==> src/rtl/dmem_pkg.sv <==
// Shared types and constants for the dmem_responder data-memory slice.
package dmem_pkg;

  localparam int DATA_W = 8;

  typedef enum logic [1:0] {
    IDLE   = 2'd0,
    ACCESS = 2'd1,
    RESP   = 2'd2
  } state_e;

endpackage

==> src/rtl/dmem_array.sv <==
// DEPTH x WIDTH single-port RAM: synchronous write, registered synchronous read, no reset.
module dmem_array #(
  parameter int DEPTH = 32,
  parameter int WIDTH = 8
) (
  input  logic                     clk,
  input  logic                     i_we,
  input  logic                     i_re,
  input  logic [$clog2(DEPTH)-1:0] i_addr,
  input  logic [WIDTH-1:0]         i_wdata,
  output logic [WIDTH-1:0]         o_rdata
);

  logic [WIDTH-1:0] r_mem [DEPTH];
  logic [WIDTH-1:0] r_rdata;

  // NOTE: storage arrays carry no reset; clearing every word would turn the RAM
  // into a flop bank and the contents must survive a reset anyway.
  always_ff @(posedge clk) begin
    if (i_we) r_mem[i_addr] <= i_wdata;
    if (i_re) r_rdata <= r_mem[i_addr];
  end

  assign o_rdata = r_rdata;

endmodule

==> src/rtl/dmem_responder.sv <==
// Serialised load/store responder in front of dmem_array (IDLE -> ACCESS -> RESP).
// Optional per-byte even parity with error injection when DMEM_PARITY_EN is defined.
module dmem_responder
  import dmem_pkg::*;
#(
  parameter int DEPTH  = 32,
  parameter int ADDR_W = 8
) (
  input  logic              clk,
  input  logic              rst,
  input  logic              req,
  input  logic              we,
  input  logic [ADDR_W-1:0] addr,
  input  logic [DATA_W-1:0] wdata,
  output logic              ready,
  output logic [DATA_W-1:0] mem_out,
  output logic              rvalid,
  input  logic              rready,
  output logic              wdone,
  output logic              addr_err
`ifdef DMEM_PARITY_EN
  ,
  input  logic              inj_par,
  output logic              parity_err
`endif
);

  localparam int AW = $clog2(DEPTH);
`ifdef DMEM_PARITY_EN
  localparam int MEM_W = DATA_W + 1;
`else
  localparam int MEM_W = DATA_W;
`endif

  state_e            r_state;
  state_e            w_next;
  logic              r_we;
  logic [ADDR_W-1:0] r_addr;
  logic [DATA_W-1:0] r_wdata;
  logic              w_in_range;
  logic              w_mem_we;
  logic              w_mem_re;
  logic [MEM_W-1:0]  w_mem_wdata;
  logic [MEM_W-1:0]  w_rdata;
`ifdef DMEM_PARITY_EN
  logic              r_inj;
`endif

  // Range check on the full address; out-of-range never aliases onto a real word.
  assign w_in_range = 32'(r_addr) < 32'(DEPTH);

  // NOTE: sequential state uses non-blocking assignments so every flop samples
  // pre-edge values regardless of process ordering.
  always_ff @(posedge clk or posedge rst) begin
    if (rst) r_state <= IDLE;
    else     r_state <= w_next;
  end

  always_ff @(posedge clk or posedge rst) begin
    if (rst) begin
      r_we    <= 1'b0;
      r_addr  <= '0;
      r_wdata <= '0;
`ifdef DMEM_PARITY_EN
      r_inj   <= 1'b0;
`endif
    end else if (req && (r_state == IDLE)) begin
      r_we    <= we;
      r_addr  <= addr;
      r_wdata <= wdata;
`ifdef DMEM_PARITY_EN
      r_inj   <= inj_par;
`endif
    end
  end

`ifdef DMEM_PARITY_EN
  assign w_mem_wdata = {(^r_wdata) ^ r_inj, r_wdata};
`else
  assign w_mem_wdata = r_wdata;
`endif

  // NOTE: every output of this block is defaulted first so no path can infer a latch.
  always_comb begin
    w_next   = r_state;
    w_mem_we = 1'b0;
    w_mem_re = 1'b0;
    ready    = 1'b0;
    wdone    = 1'b0;
    addr_err = 1'b0;
    rvalid   = 1'b0;
    mem_out  = '0;
`ifdef DMEM_PARITY_EN
    parity_err = 1'b0;
`endif
    case (r_state)
      IDLE: begin
        ready = 1'b1;
        if (req) w_next = ACCESS;
      end
      ACCESS: begin
        addr_err = !w_in_range;
        if (r_we) begin
          w_mem_we = w_in_range;
          wdone    = w_in_range;
          w_next   = IDLE;
        end else begin
          w_mem_re = w_in_range;
          w_next   = RESP;
        end
      end
      RESP: begin
        rvalid = 1'b1;
        if (w_in_range) begin
          mem_out = w_rdata[DATA_W-1:0];
`ifdef DMEM_PARITY_EN
          parity_err = ^w_rdata;
`endif
        end
        if (rready) w_next = IDLE;
      end
      default: w_next = IDLE;
    endcase
  end

  dmem_array #(
    .DEPTH (DEPTH),
    .WIDTH (MEM_W)
  ) u_array (
    .clk     (clk),
    .i_we    (w_mem_we),
    .i_re    (w_mem_re),
    .i_addr  (r_addr[AW-1:0]),
    .i_wdata (w_mem_wdata),
    .o_rdata (w_rdata)
  );

endmodule

==> config.mk <==
export PLATFORM = sky130hd
export DESIGN_NAME = dmem_responder
export DESIGN_NICKNAME = d
export VERILOG_FILES = /design/src/rtl/dmem_pkg.sv /design/src/rtl/dmem_array.sv /design/src/rtl/dmem_responder.sv
export SDC_FILE = /design/constraint.sdc
export NUM_CORES = 1
export LEC_CHECK = 0
export ABC_AREA = 1
export BUFFER_PORTS_ARGS = -buffer_cell sky130_fd_sc_hd__buf_4
export CAP_MARGIN = 20
export CORE_AREA = 5 5 153 155
export CTS_CLUSTER_SIZE = 8
export DETAILED_ROUTE_END_ITERATION = 6
export DIE_AREA = 0 0 158 160
export PLACE_DENSITY_LB_ADDON = 0.3
export SYNTH_ARGS = -nofsm -noshare
export SYNTH_HDL_FRONTEND = slang
export SYNTH_SLANG_ARGS = --single-unit
==> constraint.sdc <==
create_clock -name clk -period 2.14 [get_ports clk]
set_input_delay 0.214 -clock clk [delete_from_list [all_inputs] [get_ports clk]]
set_output_delay 0.214 -clock clk [all_outputs]
set_load 0.005 [all_outputs]
==> results.yml <==
timing:
  skew_ps: 9.978
  timing.hold.ws_ps: 246.5
  fin_setup_tns_ps: 0
  slew-limit-headroom: 0.4598
  hold_viol_final: 0
  fin_crit_ps: 2052
  rsz0062_at_grt: "false"
  setup_viol: 0
  finalCritPeriodShare: 0.9588
  fmax_ghz: 0.4874
  drv_slew: 0
  worst_pin_slew_ps: 809.5
routing:
  ant_nets: 0
  vias: 8207
  drtPass1Iterations: 6
  drtIter0Drc: 661
  routedWlPerCell_um: 17.82
  drc_errors: 0
  routed_wl_um: 27960
  via_per_inst: 5.231
critical_path:
  rr_endpoint: "u_array.r_mem[1][1]"
  crit_path_end_kind: "register"
  critPathMaxFanout: 10
  reg2reg_from: "r_addr[5]"
  cp-start-kind: "register"
  criticalPathCategory: "reg -> reg"
  worst-r2r-cell-count: 8
  arrival_ps: 2270
  required_ps: 2360
  rrSetupSlack_ps: 90
finish:
  synthToLayoutAreaGrowth_pct: 17.92
  nNetsFinal: 1292
  fin_util: 0.6511
  antenna_cells: 0
  fill_cells: 1627
  final_layout_size_suffix_gt1_frac: 0.1303
  multi_input_comb_area_sq_um: 3184
  regArea_sq_um: 8408
power:
  netSwitchingFraction: 0.3552
  switchingPower_mw: 6.750
  peakVddDrop_mv: 0.8653
  sequentialPowerShare: 0.383
  clkPwrFrac: 0.299
  comb_power_share: 0.318
  total_power_mw: 19.00
  cellPowerDensity_nw_per_um2: 1346
  power.leakage_nw: 6.014
  p_int_mw: 12.25
cts:
  cts_buffers: 41
  cts_num_sinks: 283
  cts_tree: "done"
  clk_latency_ps: 520
  clk_path_buf_depth: 3
  htree_levels: 2
  ctsRootBufferMaster: "clkbuf_16"
  cts.clk_slew.worst_paths_ps: 50
grt:
  grt_max_degree: 81
  grt_pass1_vias: 8219
  grt.total_usage: 0.2246
  overflow: 0
  grt_pass1_wl_um: 43850
  antenna_found_initial: 0
worst_hold_path:
  hold_depth: 4
  min_from: "req"
  hold_path_end: "r_wdata[6]"
  hp-class: "in -> reg"
synth:
  yosysTopAreaCellShare: 0.6620
  synth_area_leader_cell: "edfxtp_1"
  synth.distinct_cells: 18
  synthTopCellsByArea: "edfxtp_1 66%, nand2_1 23%, dfrtp_1 4.0%"
  synth_area_per_cell_sq_um: 10.30
  ys_seq_elements: 283
  yosysSeqAreaShare: 0.7017
  yosys_warnings: 0
  netlist_instances: 1163
  syn-cell-area_sq_um: 11980
  syn_nets: 1184
die:
  rows: 54
  coreArea_sq_um: 21690
  chipWidth_um: 158
  die_area_sq_um: 25280
  io_pins: 33
  start_util: 0.5522
  fp.dieH_um: 160
status:
  status: "finished clean"
job:
  drv_cap: 0
placed_design:
  port_buffers: 32
  place_hpwl_um: 16510
  gp_congestion: 0.8917
## critical path: stages (launching register included)
cell and delay, ps:
dfrtp_1 380, nor2_1 130, nand2_2 140, inv_2 100, nand2_2 60, nor2_4 250
nand3_4 270, nor2_1 210, buf_4 200
## power by group through the flow
stage                     Sequential [mW]  Combinational [mW]  Clock, mW
after global routing                 7.29                6.71       6.04
after detailed placement             7.37                5.95          0
final                                7.28                6.04       5.69
after CTS                            7.27                6.01       5.78
after global placement               7.36                5.88          0
after floorplan                      7.60                3.69          0
## per-layer routing
metal / share of wire / global-route usage / up-vias
met4: 0.034 / 0.09190 / 0
met2: 0.47 / 0.3514 / 324
met1: 0.43 / 0.3190 / 3847
met5: 0 / 0 / -
li1: - / - / 3961
met3: 0.069 / 0.03248 / 75
## cell type report
cell class,instances,area share
Clock buffer,59,0.07895
Clock inverter,2,0.001684
Inverter,19,0.005228
Multi-Input combinational cell,812,0.2255
Sequential cell,283,0.5954
Tap cell,280,0.02481
Timing Repair Buffer,114,0.06840
## how the worst max path moves through the flow
| stage | startpoint | end | slack [ps] |
|---|---|---|---|
| after floorplan | r_addr[5] | u_array.r_mem[12][0] | 280 |
| after global placement | r_addr[5] | u_array.r_mem[10][3] | 150 |
| after detailed placement | r_addr[5] | u_array.r_mem[10][3] | 90 |
| after CTS | r_addr[5] | u_array.r_mem[10][0] | 90 |
| after global routing | r_addr[5] | u_array.r_mem[9][1] | 5 |
| final | r_addr[5] | u_array.r_mem[1][1] | 90 |
## what timing repair did
action                                  in CTS  in global routing
hold buffers                                19                  0
endpoints found under the hold margin       37                  0
resized for setup                            0                  3
endpoints found under the setup margin       0                 16
setup buffers                                0                  0
## registers in the layout, summed over array words and instances (netlist names)
signal,count
r_state,2
u_array.o_rdata,8
r_addr,8
u_array.r_mem,256
r_we,1
r_wdata,8
## cell usage after synthesis (all sizes together)
library cell,number
inv,19
dfrtp,19
edfxtp,264
nand3,4
nor2,61
clkbuf,8
o22ai,1
buf,41
nand2,731
o21ai,6
nor3,9
## layout by cell type, fill, tap and decap left out, drive strengths merged
master / n
nand3: 4
clkbuf: 59
dfrtp: 19
clkinvlp: 1
dlygate4sd3: 19
buf: 95
clkinv: 1
edfxtp: 264
nand2: 731
nor3: 9
o21ai: 6
nor2: 61
o22ai: 1
inv: 19
## kinds of logic after synthesis
group / count (synthesis) / synth area share
buffers and inverters: 68 / 0.03302
AO/OA/AOI/OAI: 7 / 0.003030
flip-flops: 283 / 0.7017
AND/OR/NAND/NOR: 805 / 0.2623
## metrics by stage
step           worst slack, ps  cell area [sq um]  instances
2_1_floorplan            278.6              11980       1163
6_report                 88.15              14120       1569
4_1_cts                  85.28              14110       1569
3_3_place_gp             147.3              12780       1489
5_1_grt                  4.809              14120       1569
3_5_place_dp             86.62              12780       1489
Note: power is estimated with default switching activity, not from simulation.
